## src/rtl/con_mon_if.sv

```systemverilog
// ---------------------------------------------------------------------------
// con_mon_if : bundle between the 3-bit up/down counter, the counter monitor
//              and the seven-segment display pins.
//
//   x        counter direction (1 = up, 0 = down)
//   s2..s0   counter value, s2 is the MSB
//   seg      active-low segments {g,f,e,d,c,b,a}
//   laps     net lap (wrap) count, modulo 2^LAP_W
//   lap_tick one-cycle pulse per wrap
//   err      sticky illegal-transition flag
//   dir      direction sampled on the previous clock
//
// master : counter/display side (drives x and the count, observes results)
// slave  : the monitor itself
// ---------------------------------------------------------------------------
interface con_mon_if #(
  parameter int LAP_W = 4
);
  logic             x;
  logic             s2;
  logic             s1;
  logic             s0;
  logic [6:0]       seg;
  logic [LAP_W-1:0] laps;
  logic             lap_tick;
  logic             err;
  logic             dir;

  modport master (
    output x, s2, s1, s0,
    input  seg, laps, lap_tick, err, dir
  );

  modport slave (
    input  x, s2, s1, s0,
    output seg, laps, lap_tick, err, dir
  );
endinterface

```

## src/rtl/con_mon.sv

```systemverilog
// ---------------------------------------------------------------------------
// con_mon : monitor for a 3-bit up/down counter.
//
// Watches every transition of cnt = {s2,s1,s0} against the previously sampled
// value and the direction from one cycle earlier (the counter steps on that
// old direction). Legal steps update the display digit and, on 7->0 / 0->7
// wraps, the lap counter. Anything else latches a sticky error and parks the
// monitor in FAULT, showing "E" until res.
//
// Ports:
//   clk  in   rising-edge clock
//   res  in   synchronous active-high reset (priority over everything)
//   bus  slave modport of con_mon_if (x, s2..s0 in; seg, laps, lap_tick,
//        err, dir out -- all outputs registered)
//
// Parameters:
//   LAP_W     width of the lap counter
//   BLINK_DIV log2 of the FAULT blink half-period (blink build only)
//
// Build option:
//   CON_MON_BLINK_EN  when defined, the FAULT display alternates between "E"
//                     and blank every 2^BLINK_DIV cycles; otherwise it shows
//                     a steady "E".
// ---------------------------------------------------------------------------
module con_mon #(
  parameter int LAP_W     = 4,
  parameter int BLINK_DIV = 8
) (
  input  logic        clk,
  input  logic        res,
  con_mon_if.slave    bus
);

  localparam logic [6:0] SEG_BLANK = 7'h7F;
  localparam logic [6:0] SEG_E     = 7'h06;

  typedef enum logic [1:0] {
    IDLE  = 2'd0,
    TRACK = 2'd1,
    FAULT = 2'd2
  } state_t;

  // Active-low gfedcba pattern for one counter value.
  function automatic logic [6:0] digit(input logic [2:0] v);
    logic [6:0] s;
    case (v)
      3'd0:    s = 7'h40;
      3'd1:    s = 7'h79;
      3'd2:    s = 7'h24;
      3'd3:    s = 7'h30;
      3'd4:    s = 7'h19;
      3'd5:    s = 7'h12;
      3'd6:    s = 7'h02;
      3'd7:    s = 7'h78;
      default: s = SEG_BLANK;
    endcase
    return s;
  endfunction

  state_t           state_q, state_d;
  logic [2:0]       prev_q, prev_d;
  logic             xd_q, xd_d;
  logic [6:0]       seg_q, seg_d;
  logic [LAP_W-1:0] laps_q, laps_d;
  logic             tick_q, tick_d;
  logic             err_q, err_d;

  logic [2:0]       cnt_s;
  logic [2:0]       delta_s;
  logic [6:0]       fault_seg_s;

  assign cnt_s   = {bus.s2, bus.s1, bus.s0};
  // Modulo-8 difference: 1 is an up step, 7 is a down step.
  assign delta_s = cnt_s - prev_q;

`ifdef CON_MON_BLINK_EN
  logic [BLINK_DIV-1:0] div_q, div_d;
  logic                 phase_q, phase_d;

  // Divider/phase next state. The divider is restarted on FAULT entry so the
  // first "E" phase lasts the full 2^BLINK_DIV cycles.
  always_comb begin
    div_d       = div_q + {{(BLINK_DIV-1){1'b0}}, 1'b1};
    phase_d     = phase_q;
    fault_seg_s = SEG_E;
    if (state_q == FAULT) begin
      phase_d     = phase_q ^ (&div_q);
      fault_seg_s = phase_d ? SEG_BLANK : SEG_E;
    end else if (state_d == FAULT) begin
      div_d       = {BLINK_DIV{1'b0}};
      phase_d     = 1'b0;
      fault_seg_s = SEG_E;
    end else begin
      phase_d     = 1'b0;
      fault_seg_s = SEG_E;
    end
  end

  // Blink divider and phase registers.
  always_ff @(posedge clk) begin
    if (res) begin
      div_q   <= {BLINK_DIV{1'b0}};
      phase_q <= 1'b0;
    end else begin
      div_q   <= div_d;
      phase_q <= phase_d;
    end
  end
`else
  assign fault_seg_s = SEG_E;
`endif

  // Next-state and output decode for the monitor FSM.
  always_comb begin
    state_d = state_q;
    prev_d  = cnt_s;
    xd_d    = bus.x;
    seg_d   = seg_q;
    laps_d  = laps_q;
    tick_d  = 1'b0;
    err_d   = err_q;

    case (state_q)
      IDLE: begin
        // First edge after reset only captures history; nothing to check.
        seg_d   = digit(cnt_s);
        state_d = TRACK;
      end

      TRACK: begin
        if (delta_s == 3'd0) begin
          seg_d = digit(cnt_s);
        end else if (xd_q && (delta_s == 3'd1)) begin
          seg_d = digit(cnt_s);
          if (cnt_s == 3'd0) begin
            laps_d = laps_q + LAP_W'(1);
            tick_d = 1'b1;
          end else begin
            laps_d = laps_q;
          end
        end else if (!xd_q && (delta_s == 3'd7)) begin
          seg_d = digit(cnt_s);
          if (cnt_s == 3'd7) begin
            laps_d = laps_q - LAP_W'(1);
            tick_d = 1'b1;
          end else begin
            laps_d = laps_q;
          end
        end else begin
          // Jump or step against the sampled direction.
          err_d   = 1'b1;
          seg_d   = SEG_E;
          state_d = FAULT;
        end
      end

      FAULT: begin
        err_d   = 1'b1;
        seg_d   = fault_seg_s;
        state_d = FAULT;
      end

      default: begin
        seg_d   = SEG_BLANK;
        state_d = IDLE;
      end
    endcase
  end

  // State and output registers; res wins over every other event.
  always_ff @(posedge clk) begin
    if (res) begin
      state_q <= IDLE;
      prev_q  <= 3'd0;
      xd_q    <= 1'b0;
      seg_q   <= SEG_BLANK;
      laps_q  <= {LAP_W{1'b0}};
      tick_q  <= 1'b0;
      err_q   <= 1'b0;
    end else begin
      state_q <= state_d;
      prev_q  <= prev_d;
      xd_q    <= xd_d;
      seg_q   <= seg_d;
      laps_q  <= laps_d;
      tick_q  <= tick_d;
      err_q   <= err_d;
    end
  end

  assign bus.seg      = seg_q;
  assign bus.laps     = laps_q;
  assign bus.lap_tick = tick_q;
  assign bus.err      = err_q;
  assign bus.dir      = xd_q;

endmodule
```

## src/flat_wrapper.sv

```systemverilog
// flat-port wrapper written by rule: the top's interface ports become plain ports
module con_mon_flat 
#(
  parameter int LAP_W     = 4,
  parameter int BLINK_DIV = 8
)
  (clk, res, bus_x, bus_s2, bus_s1, bus_s0, bus_seg, bus_laps, bus_lap_tick, bus_err, bus_dir);
  con_mon_if #(.LAP_W(LAP_W)) bus_i ();
  input  logic clk;
  input  logic res;
  input wire logic [$bits(bus_i.x)-1:0] bus_x;
  input wire logic [$bits(bus_i.s2)-1:0] bus_s2;
  input wire logic [$bits(bus_i.s1)-1:0] bus_s1;
  input wire logic [$bits(bus_i.s0)-1:0] bus_s0;
  output wire logic [$bits(bus_i.seg)-1:0] bus_seg;
  output wire logic [$bits(bus_i.laps)-1:0] bus_laps;
  output wire logic [$bits(bus_i.lap_tick)-1:0] bus_lap_tick;
  output wire logic [$bits(bus_i.err)-1:0] bus_err;
  output wire logic [$bits(bus_i.dir)-1:0] bus_dir;
  assign bus_i.x = bus_x;
  assign bus_i.s2 = bus_s2;
  assign bus_i.s1 = bus_s1;
  assign bus_i.s0 = bus_s0;
  assign bus_seg = bus_i.seg;
  assign bus_laps = bus_i.laps;
  assign bus_lap_tick = bus_i.lap_tick;
  assign bus_err = bus_i.err;
  assign bus_dir = bus_i.dir;
  con_mon #(.LAP_W(LAP_W), .BLINK_DIV(BLINK_DIV)) u_core (.clk(clk), .res(res), .bus(bus_i));
endmodule
```

## config.mk

```make
export PLATFORM = sky130hd
export DESIGN_NAME = con_mon_flat
export DESIGN_NICKNAME = d
export VERILOG_FILES = /design/src/rtl/con_mon_if.sv /design/src/rtl/con_mon.sv /design/src/flat_wrapper.sv
export SDC_FILE = /design/constraint.sdc
export NUM_CORES = 1
export LEC_CHECK = 0
export BUFFER_PORTS_ARGS = -buffer_cell sky130_fd_sc_hd__buf_2
export CAP_MARGIN = 10
export CORE_MARGIN = 8
export CORE_UTILIZATION = 30
export CTS_CLUSTER_DIAMETER = 150
export DETAILED_ROUTE_END_ITERATION = 12
export PLACE_DENSITY = 0.46
export SLEW_MARGIN = 10
export SYNTH_ARGS = -nofsm -noshare
export SYNTH_HDL_FRONTEND = slang
export SYNTH_SLANG_ARGS = --single-unit
```

## constraint.sdc

```tcl
create_clock -name clk -period 5.1 [get_ports clk]
set_input_delay 1.275 -clock clk [delete_from_list [all_inputs] [get_ports clk]]
set_output_delay 1.275 -clock clk [all_outputs]
set_load 0.005 [all_outputs]
```

### Word-level counts from Yosys, hierarchy flattened

Memories as Yosys holds them, arrays and structs flattened.
Cells that the tools add are included.

* multiplexer cells: 20
* add/subtract/negate cells: 3
* reductions and logical operators: 13
* bitwise logic cells: 2
* equality and inequality tests: 9

Operators with widths (count)
* $mux 7: 3
* $pmux 7 s3: 1
* $mux 4: 4
* $ne 2x2->1 const B: 4
* $mux 1: 7
* $eq 3x3->1 const B: 2
* $logic_not 3->1: 2
* $mux 2: 3
* $pmux 2 s3: 1
* $reduce_bool 2->1: 3
* $reduce_and 5->1: 1
* $add 4x1->4 const B: 1
* $reduce_and 4->1: 1
* $sub 4x1->4 const B: 1
* $eq 3x1->1 const B: 1
* $reduce_and 3->1: 1
* $reduce_or 3->1: 1
* $sub 3x3->3: 1
* $eq 2x1->1 const B: 1
* $eq 2x2->1 const B: 1
* $logic_and 1x1->1: 2
* $logic_not 2->1: 1
* $not 1->1: 2
* $pmux 1 s2: 1
* $logic_not 1->1: 1

* memories: 4
* input bits: 6
* register bits: 19
* memory bits (read-only): 224
* logic and storage cells: 58
* output and inout bits: 14

Memories
* (no name shown): depth 8, width 7, read ports 1, clocked after Yosys merged registers in 0, write ports 0, RTL line con_mon.sv:46 `case (v)`
* (no name shown): depth 8, width 7, read ports 1, clocked after Yosys merged registers in 0, write ports 0, RTL line con_mon.sv:46
* (no name shown): depth 8, width 7, read ports 1, clocked after Yosys merged registers in 0, write ports 0, RTL line con_mon.sv:46
* (no name shown): depth 8, width 7, read ports 1, clocked after Yosys merged registers in 0, write ports 0, RTL line con_mon.sv:46

### Logic depth before layout (Yosys ltp)

Gate-level depths: netlist of run 1.

* depth after elaboration: 7
* depth in mapped cells: 12
* depth with buffers taken out: 12

### Worst setup path after synthesis of run 1

OpenSTA, ideal clock, no wires.

* kind: input port to flip-flop
* start point: input port bus_s0
* end point: register u_core.laps_q[3], in the netlist u_core.bus.laps[3]
* setup time: 71 ps
* arrival: 3917 ps
* slack: 1112 ps
* buffers on the path: 0
* data required time: 5029 ps
* stages: 12
* path through: inv_1 ha_1 inv_1 fa_1 xnor3_1 or3_1 ha_1 a21o_1 a21oi_1 xor2_1 or3_1 a21oi_1

* cells in the longest elaborated chain, start to end: 5
* elaborated cells between the ends (all ways): 14
* those cells by class: add/sub: 1; eq/ne: 4; mux: 1; bitwise: 1; reduce/logical: 7

Ends and longest elaborated chain
* from (decl): RTL line flat_wrapper.sv:14 `input wire logic [$bits(bus_i.s0)-1:0] bus_s0;`
* $sub 3x3->3: RTL line con_mon.sv:74 `assign delta_s = cnt_s - prev_q;`
* $eq 3x1->1 / $eq 3x3->1 (equally long branches): RTL line con_mon.sv:133, con_mon.sv:141
* $logic_and 1x1->1 (on tied branches): RTL line con_mon.sv:133, con_mon.sv:141
* $ne 2x2->1 (no source line) / $reduce_bool 2->1 (equally long branches)
* $reduce_and 5->1 (no source line)
* to (signal assigned): RTL line con_mon.sv:177 `laps_q <= {LAP_W{1'b0}};`
* to (signal assigned): RTL line con_mon.sv:185 `laps_q <= laps_d;`
* to (decl): RTL line con_mon.sv:64 `logic [LAP_W-1:0] laps_q, laps_d;`

Several ways; a longest one is shown, not always the timed one.
A chain may end at the register's enable or synchronous reset.

### Worst setup path in the final report of run 1

Ends and elaborated chain as after synthesis.

==> results of run 1 <==
[cells in the mapped netlist]
| master | n | area (um2) |
|---|---|---|
| sky130_fd_sc_hd__a21oi_1 | 10 | 50.1 |
| sky130_fd_sc_hd__and2_1 | 1 | 6.26 |
| sky130_fd_sc_hd__o21ai_0 | 7 | 35.0 |
| sky130_fd_sc_hd__a21o_1 | 1 | 7.51 |
| sky130_fd_sc_hd__a21boi_0 | 1 | 7.51 |
| sky130_fd_sc_hd__or3_1 | 2 | 12.5 |
| sky130_fd_sc_hd__xor2_1 | 4 | 35.0 |
| sky130_fd_sc_hd__nand2_1 | 6 | 22.5 |
| sky130_fd_sc_hd__nor3_1 | 1 | 5.00 |
| sky130_fd_sc_hd__nand4b_1 | 2 | 17.5 |
| sky130_fd_sc_hd__nand3_1 | 2 | 10.0 |
| sky130_fd_sc_hd__o211ai_1 | 1 | 7.51 |
| sky130_fd_sc_hd__dfxtp_1 | 19 | 380 |
| sky130_fd_sc_hd__nor2_1 | 11 | 41.3 |
| sky130_fd_sc_hd__fa_1 | 2 | 40.0 |
| sky130_fd_sc_hd__o311ai_0 | 1 | 8.76 |
| sky130_fd_sc_hd__nor2b_1 | 2 | 12.5 |
| sky130_fd_sc_hd__or2_2 | 1 | 6.26 |
| sky130_fd_sc_hd__or3b_2 | 1 | 8.76 |
| sky130_fd_sc_hd__clkbuf_1 | 3 | 11.3 |
| sky130_fd_sc_hd__ha_1 | 13 | 163 |
| sky130_fd_sc_hd__xnor3_1 | 1 | 22.5 |
| sky130_fd_sc_hd__o21bai_1 | 1 | 7.51 |
| sky130_fd_sc_hd__inv_1 | 9 | 33.8 |
| sky130_fd_sc_hd__mux2i_1 | 3 | 30.0 |
| sky130_fd_sc_hd__nand2b_1 | 2 | 12.5 |
[power by group]
group | internal, uW | leakage (uW) | switching [uW]
Combinational | 56.4 | 0.000372 | 68.7
Sequential | 178 | 0.000157 | 13.0
Clock | 30.5 | 0.0000150 | 47.4
Total | 265 | 0.000544 | 129
[worst max path at each step]
stage,from,endpoint,slack (ns),depth (start not counted)
final,bus_s0,u_core.bus.laps[3],1.12,13
after detailed placement,bus_s0,u_core.bus.laps[3],0.79,13
after global routing,bus_s0,u_core.bus.laps[3],0.98,13
after global placement,bus_s0,u_core.bus.laps[3],0.89,13
after floorplan,bus_s0,u_core.bus.laps[3],1.11,12
after CTS,bus_s0,u_core.bus.laps[3],1.11,13
[sequential cells by signal, summed over array words and instances, names as in the netlist]
signal	cells
u_core.prev_q	3
u_core.state_q	2
u_core.bus.seg	7
u_core.bus.err	1
u_core.bus.lap_tick	1
u_core.bus.dir	1
u_core.bus.laps	4
[per-stage QoR]
step,instance area (um2),std cells,hold WS [ns]
4_1_cts,1160,173,0.502
2_1_floorplan,995,107,0.474
6_report,1160,173,0.490
3_3_place_gp,1140,169,0.477
5_1_grt,1160,173,0.556
3_5_place_dp,1140,169,0.485
[area by class of cell]
class | instances | area [um2]
inverter | 9 | 33.8
multi-input combinational | 76 | 569
clock buffer | 4 | 26.3
fill | 369 | 2100
tap | 46 | 57.6
sequential | 19 | 380
timing repair buffer | 19 | 95.1
[kinds of logic (layout without fill, tap and decap cells)]
family	count (synthesis)	after routing
buf+inv	12	32
flops	19	19
simple gates	31	31
fa+ha+maj	15	15
xor+xnor	5	5
mux	3	3
compound gates	22	22
[worst max-delay path, cell delays in order]
cell                      delay, ns
sky130_fd_sc_hd__buf_2         0.12
sky130_fd_sc_hd__inv_1         0.17
sky130_fd_sc_hd__ha_1          0.17
sky130_fd_sc_hd__inv_1         0.04
sky130_fd_sc_hd__fa_1          0.39
sky130_fd_sc_hd__xnor3_1       0.41
sky130_fd_sc_hd__or3_1         0.46
sky130_fd_sc_hd__ha_1          0.31
sky130_fd_sc_hd__a21o_1        0.18
sky130_fd_sc_hd__a21oi_1       0.17
sky130_fd_sc_hd__xor2_1        0.09
sky130_fd_sc_hd__or3_1         0.31
sky130_fd_sc_hd__a21oi_1       0.14
[per-layer routing]
layer,GRT usage [%],routed length (um),vias up
met5,0,0,-
met4,2.66,23,0
met3,3.00,80,2
met2,13.6,941,12
met1,9.00,957,369
li1,-,-,399
==> run_results.csv, run 1 <==
group,metric,value,unit
logic_synthesis,synthSimpleGateAreaFrac,15.6,%
routing,vias,782,
routing,number_of_remaining_drc_errors,0,
cts,cts_resized,0,
finish,final_layout_size_suffix_gt1_share,18.9,%
cts,cts_max_level,1,
placement,hpwl_detailed,1.53,mm
placement,number_of_buffer_cells_added_on_primary_ports,19,
placement,preCtsSetupSlack,0.792,ns
cts,clock_insertion_delay_worst_skew,0.30,ns
setup_path,reg2reg_slack,2.10,ns
hold_path,min-delay-path-class,"reg -> reg",
logic_synthesis,synth_adder_area_share,20.4,%
floorplanning,die_h,73.6,um
floorplanning,start_util,30.5,%
logic_synthesis,netlist_instances,107,
logic_synthesis,synth.net_count,128,
floorplanning,standard_cell_row_count,21,
cts,tritoncts_clock_tree,"yes",
logic_synthesis,netlist-cell-type-count,26,
logic_synthesis,yosys.area_share.xor_xnor,5.79,%
logic_synthesis,post_synth_mux_area_share,3.02,%
timing,report.final.hold_viol_count,0,
timing,unrepaired_setup_endpoints_after_global_routing,"false",
setup_path,crit_path_max_fanout,6,
finish,utilization,35.7,%
setup_path,cp_data_arrival_time,4.22,ns
cts,cts-hold-fix-buffers,0,
power_and_ir_drop,totalPowerFinal,394,uW
timing,report.final.slew_viol_count,0,
power_and_ir_drop,power.leakage,0.000544,uW
routing,drt_pre_antenna_iters,4,
global_route,groute.usage.overall,8.04,%
floorplanning,die-area,0.00541,mm2
logic_synthesis,seq_area_frac_synth,38.2,%
global_route,grt_start_max_net_pins,15,
power_and_ir_drop,power.ir.vdd_worst,0.000124,V
hold_path,holdCritStartpoint,"u_core.bus.laps[3]",
hold_path,whs_endpoint,"u_core.bus.laps[3]",
cts,cts_root_buffer,"sky130_fd_sc_hd__clkbuf_4",
status,status,"finished clean",
global_route,via_count_of_the_first_global_routing_pass,767,
logic_synthesis,synth.ff_latch_count,19,
logic_synthesis,synth_compound_gate_area_share,12.5,%
cts,numClockSinks,19,
timing,post-route-period-util,78.1,%
timing,worst_clock_skew,0.00542,ns
floorplanning,floorplan.io_pins,20,
floorplanning,core_region_area,0.00326,mm2
global_route,global_route_overflow,0,
cts,clockBufferDepth,2,
setup_path,worstReg2RegEnd,"u_core.bus.laps[3]",
setup_path,required,5.34,ns
finish,final_cell_mix,"sky130_fd_sc_hd__buf_2, sky130_fd_sc_hd__dfxtp_1, sky130_fd_sc_hd__ha_1, sky130_fd_sc_hd__nor2_1, sky130_fd_sc_hd__a21oi_1",
routing,totalWireLength,2.00,mm
power_and_ir_drop,power_density,339,mW/mm2
run,drv.max_cap_violation_count,0,
logic_synthesis,yosys_warnings,0,
routing,wirelength_per_cell,11.6,um
timing,time_the_final_worst_path_needs_with_i_o_delays_and_setup,3.98,ns
finish,final_net_count,149,
timing,finalSetupViolCount,0,
timing,timing.fmax,251,MHz
routing,ant_nets,0,
cts,post-cts-setup-buffers,0,
finish,antennaDiodeCount,0,
cts,worst_setup_hold_path_clk_slew,0.11,ns
global_route,antenna_found_initial,0,
routing,vias_per_cell,4.52,
logic_synthesis,avgSynthCellArea,9.30,um2
setup_path,end_kind,"flip-flop",
cts,cts_inserted_buffers,3,
timing,transition_time_at_the_pin_with_the_least_slew_margin,0.462,ns
setup_path,r2r.worst_path.cells,11,
placement,gp_congestion,0.752,
timing,final_critical_path_setup_slack,1.12,ns
global_route,grt_first_pass_wirelength,3.41,mm
timing,sum_neg_setup_slack,0,ns
floorplanning,die_w,73.6,um
finish,flow.area_growth_from_synthesis,16.9,%
logic_synthesis,synth_top_family_by_area,"adder cells",
hold_path,hold-path-cell-count,2,
setup_path,cp_launch_type,"primary input",
logic_synthesis,syn_area,995,um2
setup_path,crit-reg2reg-launch,"u_core.prev_q[0]",
setup_path,criticalPathCategory,"in -> reg",
timing,max-slew-margin-rel,68.3,%
routing,drt_iter0_markers,15,
(Power assumes the default switching activity.)
==> inputs of run 2 (changes only) <==
--- a/config.mk
+++ b/config.mk
@@ -11,7 +11,7 @@
 export CORE_UTILIZATION = 30
 export CTS_CLUSTER_DIAMETER = 150
 export DETAILED_ROUTE_END_ITERATION = 12
-export PLACE_DENSITY = 0.46
+export PLACE_DENSITY = 0.48
 export SLEW_MARGIN = 10
 export SYNTH_ARGS = -nofsm -noshare
 export SYNTH_HDL_FRONTEND = slang
==> constraint.sdc (replaced) <==
create_clock -name clk -period 3.2 [get_ports clk]
set_input_delay 0.8 -clock clk [delete_from_list [all_inputs] [get_ports clk]]
set_output_delay 0.8 -clock clk [all_outputs]
set_load 0.005 [all_outputs]
==> run 2 against run 1 <==
Design area rose by 9.9%; sequential power up 60%; global-route usage rose by 0.31 points; core utilization is 3.5 points higher.
==> run_results.csv, run 2 (synthesis gave the netlist of run 1 again) <==
group,metric,value,unit
status,status,"finished clean",
setup_path,critical_path_buffers_and_inverters,3,
setup_path,end_kind,"flip-flop",
placement,gp_congestion,0.713,
floorplanning,die-area,0.00541,mm2
timing,smallest_hold_slack,0.494,ns
floorplanning,start_util,30.5,%
finish,flow.area_growth_from_synthesis,28.4,%
routing,vias_per_cell,4.43,
global_route,grt_first_pass_wirelength,3.60,mm
routing,number_of_remaining_drc_errors,0,
finish,antennaDiodeCount,0,
floorplanning,core_region_area,0.00326,mm2
timing,post-route-period-util,94.6,%
floorplanning,die_h,73.6,um
cts,clockBufferDepth,2,
placement,place_area,0.00125,mm2
cts,numClockSinks,19,
timing,timing.fmax,330,MHz
routing,drt_pre_antenna_iters,4,
finish,final_cell_mix,"sky130_fd_sc_hd__buf_2, sky130_fd_sc_hd__dfxtp_1, sky130_fd_sc_hd__nor2_1, sky130_fd_sc_hd__ha_1",
timing,max-slew-margin-rel,80.3,%
cts,cts_resized,0,
cts,worst_setup_hold_path_clk_slew,0.10,ns
global_route,groute.usage.overall,8.35,%
setup_path,path_cells,"buf_2, clkinvlp_4, ha_4, inv_2, fa_2, nand2b_4, or3_4, ha_4, a21o_1, a21oi_2, xor2_1, or3_1, a21oi_1",
setup_path,critPathMaxStageDelay,0.44,ns
finish,finalNonFillerCells,182,
power_and_ir_drop,power.leakage,0.000591,uW
global_route,grt_start_max_net_pins,15,
timing,finalSetupViolCount,0,
finish,final_net_count,158,
timing,transition_time_at_the_pin_with_the_least_slew_margin,0.287,ns
setup_path,worst_path_dominant_cell_family,"simple AND/OR/NAND/NOR gates",
placement,dpl.cell_count,178,
cts,cts_max_level,1,
routing,totalWireLength,2.09,mm
setup_path,cp_slowest_cell,"sky130_fd_sc_hd__fa_2",
timing,sum_neg_setup_slack,0,ns
floorplanning,standard_cell_row_count,21,
finish,largest_register_ff_count,7,
finish,final_layout_size_suffix_gt1_share,30.1,%
cts,cts_root_buffer,"sky130_fd_sc_hd__clkbuf_4",
hold_path,min-delay-path-class,"reg -> reg",
power_and_ir_drop,power_density,506,mW/mm2
floorplanning,die_w,73.6,um
cts,post-cts-setup-buffers,0,
power_and_ir_drop,power.ir.vdd_worst,0.000150,V
finish,post-route-cell-area,0.00128,mm2
global_route,global_route_overflow,0,
floorplanning,floorplan.io_pins,20,
routing,wirelength_per_cell,11.5,um
placement,number_of_buffer_cells_added_on_primary_ports,19,
cts,clock_insertion_delay_worst_skew,0.29,ns
placement,hpwl_detailed,1.65,mm
cts,cts_inserted_buffers,3,
setup_path,crit_path_max_fanout,4,
routing,vias,807,
timing,time_the_final_worst_path_needs_with_i_o_delays_and_setup,3.03,ns
global_route,via_count_of_the_first_global_routing_pass,847,
setup_path,critical-path-top-cell-by-count,"sky130_fd_sc_hd__ha_4",
setup_path,criticalPathCategory,"in -> reg",
setup_path,cp_launch_type,"primary input",
run,drv.max_cap_violation_count,0,
setup_path,cp_data_arrival_time,3.26,ns
setup_path,required,3.43,ns
power_and_ir_drop,totalPowerFinal,646,uW
routing,ant_nets,0,
timing,report.final.hold_viol_count,0,
timing,report.final.slew_viol_count,0,
cts,tritoncts_clock_tree,"yes",
setup_path,reg2reg_slack,0.51,ns
routing,drt_iter0_markers,43,
global_route,antenna_found_initial,0,
cts,cts-hold-fix-buffers,0,
timing,unrepaired_setup_endpoints_after_global_routing,"false",
timing,worst_clock_skew,0.00439,ns
-- run 2: area by class of cell --
class | count | area, um2
repair buffers | 28 | 163
fillers | 344 | 1980
multi-input cells | 76 | 613
well taps | 46 | 57.6
clock buffers | 4 | 26.3
flip-flops and latches | 19 | 380
inverters | 9 | 37.5
-- run 2: worst paths after layout --
check | startpoint | end | cells past startpoint
worst min-delay path | u_core.bus.laps[3] | u_core.bus.laps[3] | 2
worst max register to register | u_core.prev_q[0] | u_core.bus.laps[3] | 11
worst min register to register | u_core.bus.laps[3] | u_core.bus.laps[3] | 2
worst max-delay path | bus_s0 | u_core.bus.laps[3] | 13
-- run 2: worst register-to-register path, stage by stage (launching register included) --
cell and delay [ns]:
sky130_fd_sc_hd__dfxtp_1 0.38, sky130_fd_sc_hd__ha_4 0.14, sky130_fd_sc_hd__inv_2 0.03, sky130_fd_sc_hd__fa_2 0.49
sky130_fd_sc_hd__nand2b_4 0.16, sky130_fd_sc_hd__or3_4 0.39, sky130_fd_sc_hd__ha_4 0.22, sky130_fd_sc_hd__a21o_1 0.18
sky130_fd_sc_hd__a21oi_2 0.12, sky130_fd_sc_hd__xor2_1 0.08, sky130_fd_sc_hd__or3_1 0.30, sky130_fd_sc_hd__a21oi_1 0.13
-- run 2: power by group --
part           leakage [uW]  total, uW  internal, uW  switching [uW]
Sequential         0.000157        305           284            21.4
Clock             0.0000150        122          48.5            73.6
Combinational      0.000418        220           104             116
Total              0.000591        646           436             211
-- run 2: per-stage QoR --
stage               util (%)  setup WS (ns)
floorplan                  -         0.0129
global placement        38.4         -0.109
detailed placement      38.4         -0.149
CTS                     39.2          0.159
global route            39.2         0.0427
finish                  39.2          0.172
-- run 2: layer usage --
metal / track usage (%) / share of wire (%) / vias up
li1: - / - / 414
met1: 9.49 / 49 / 373
met2: 14.4 / 45 / 18
met3: 2.18 / 5.1 / 2
met4: 3.33 / 0.86 / 0
met5: 0 / 0 / -
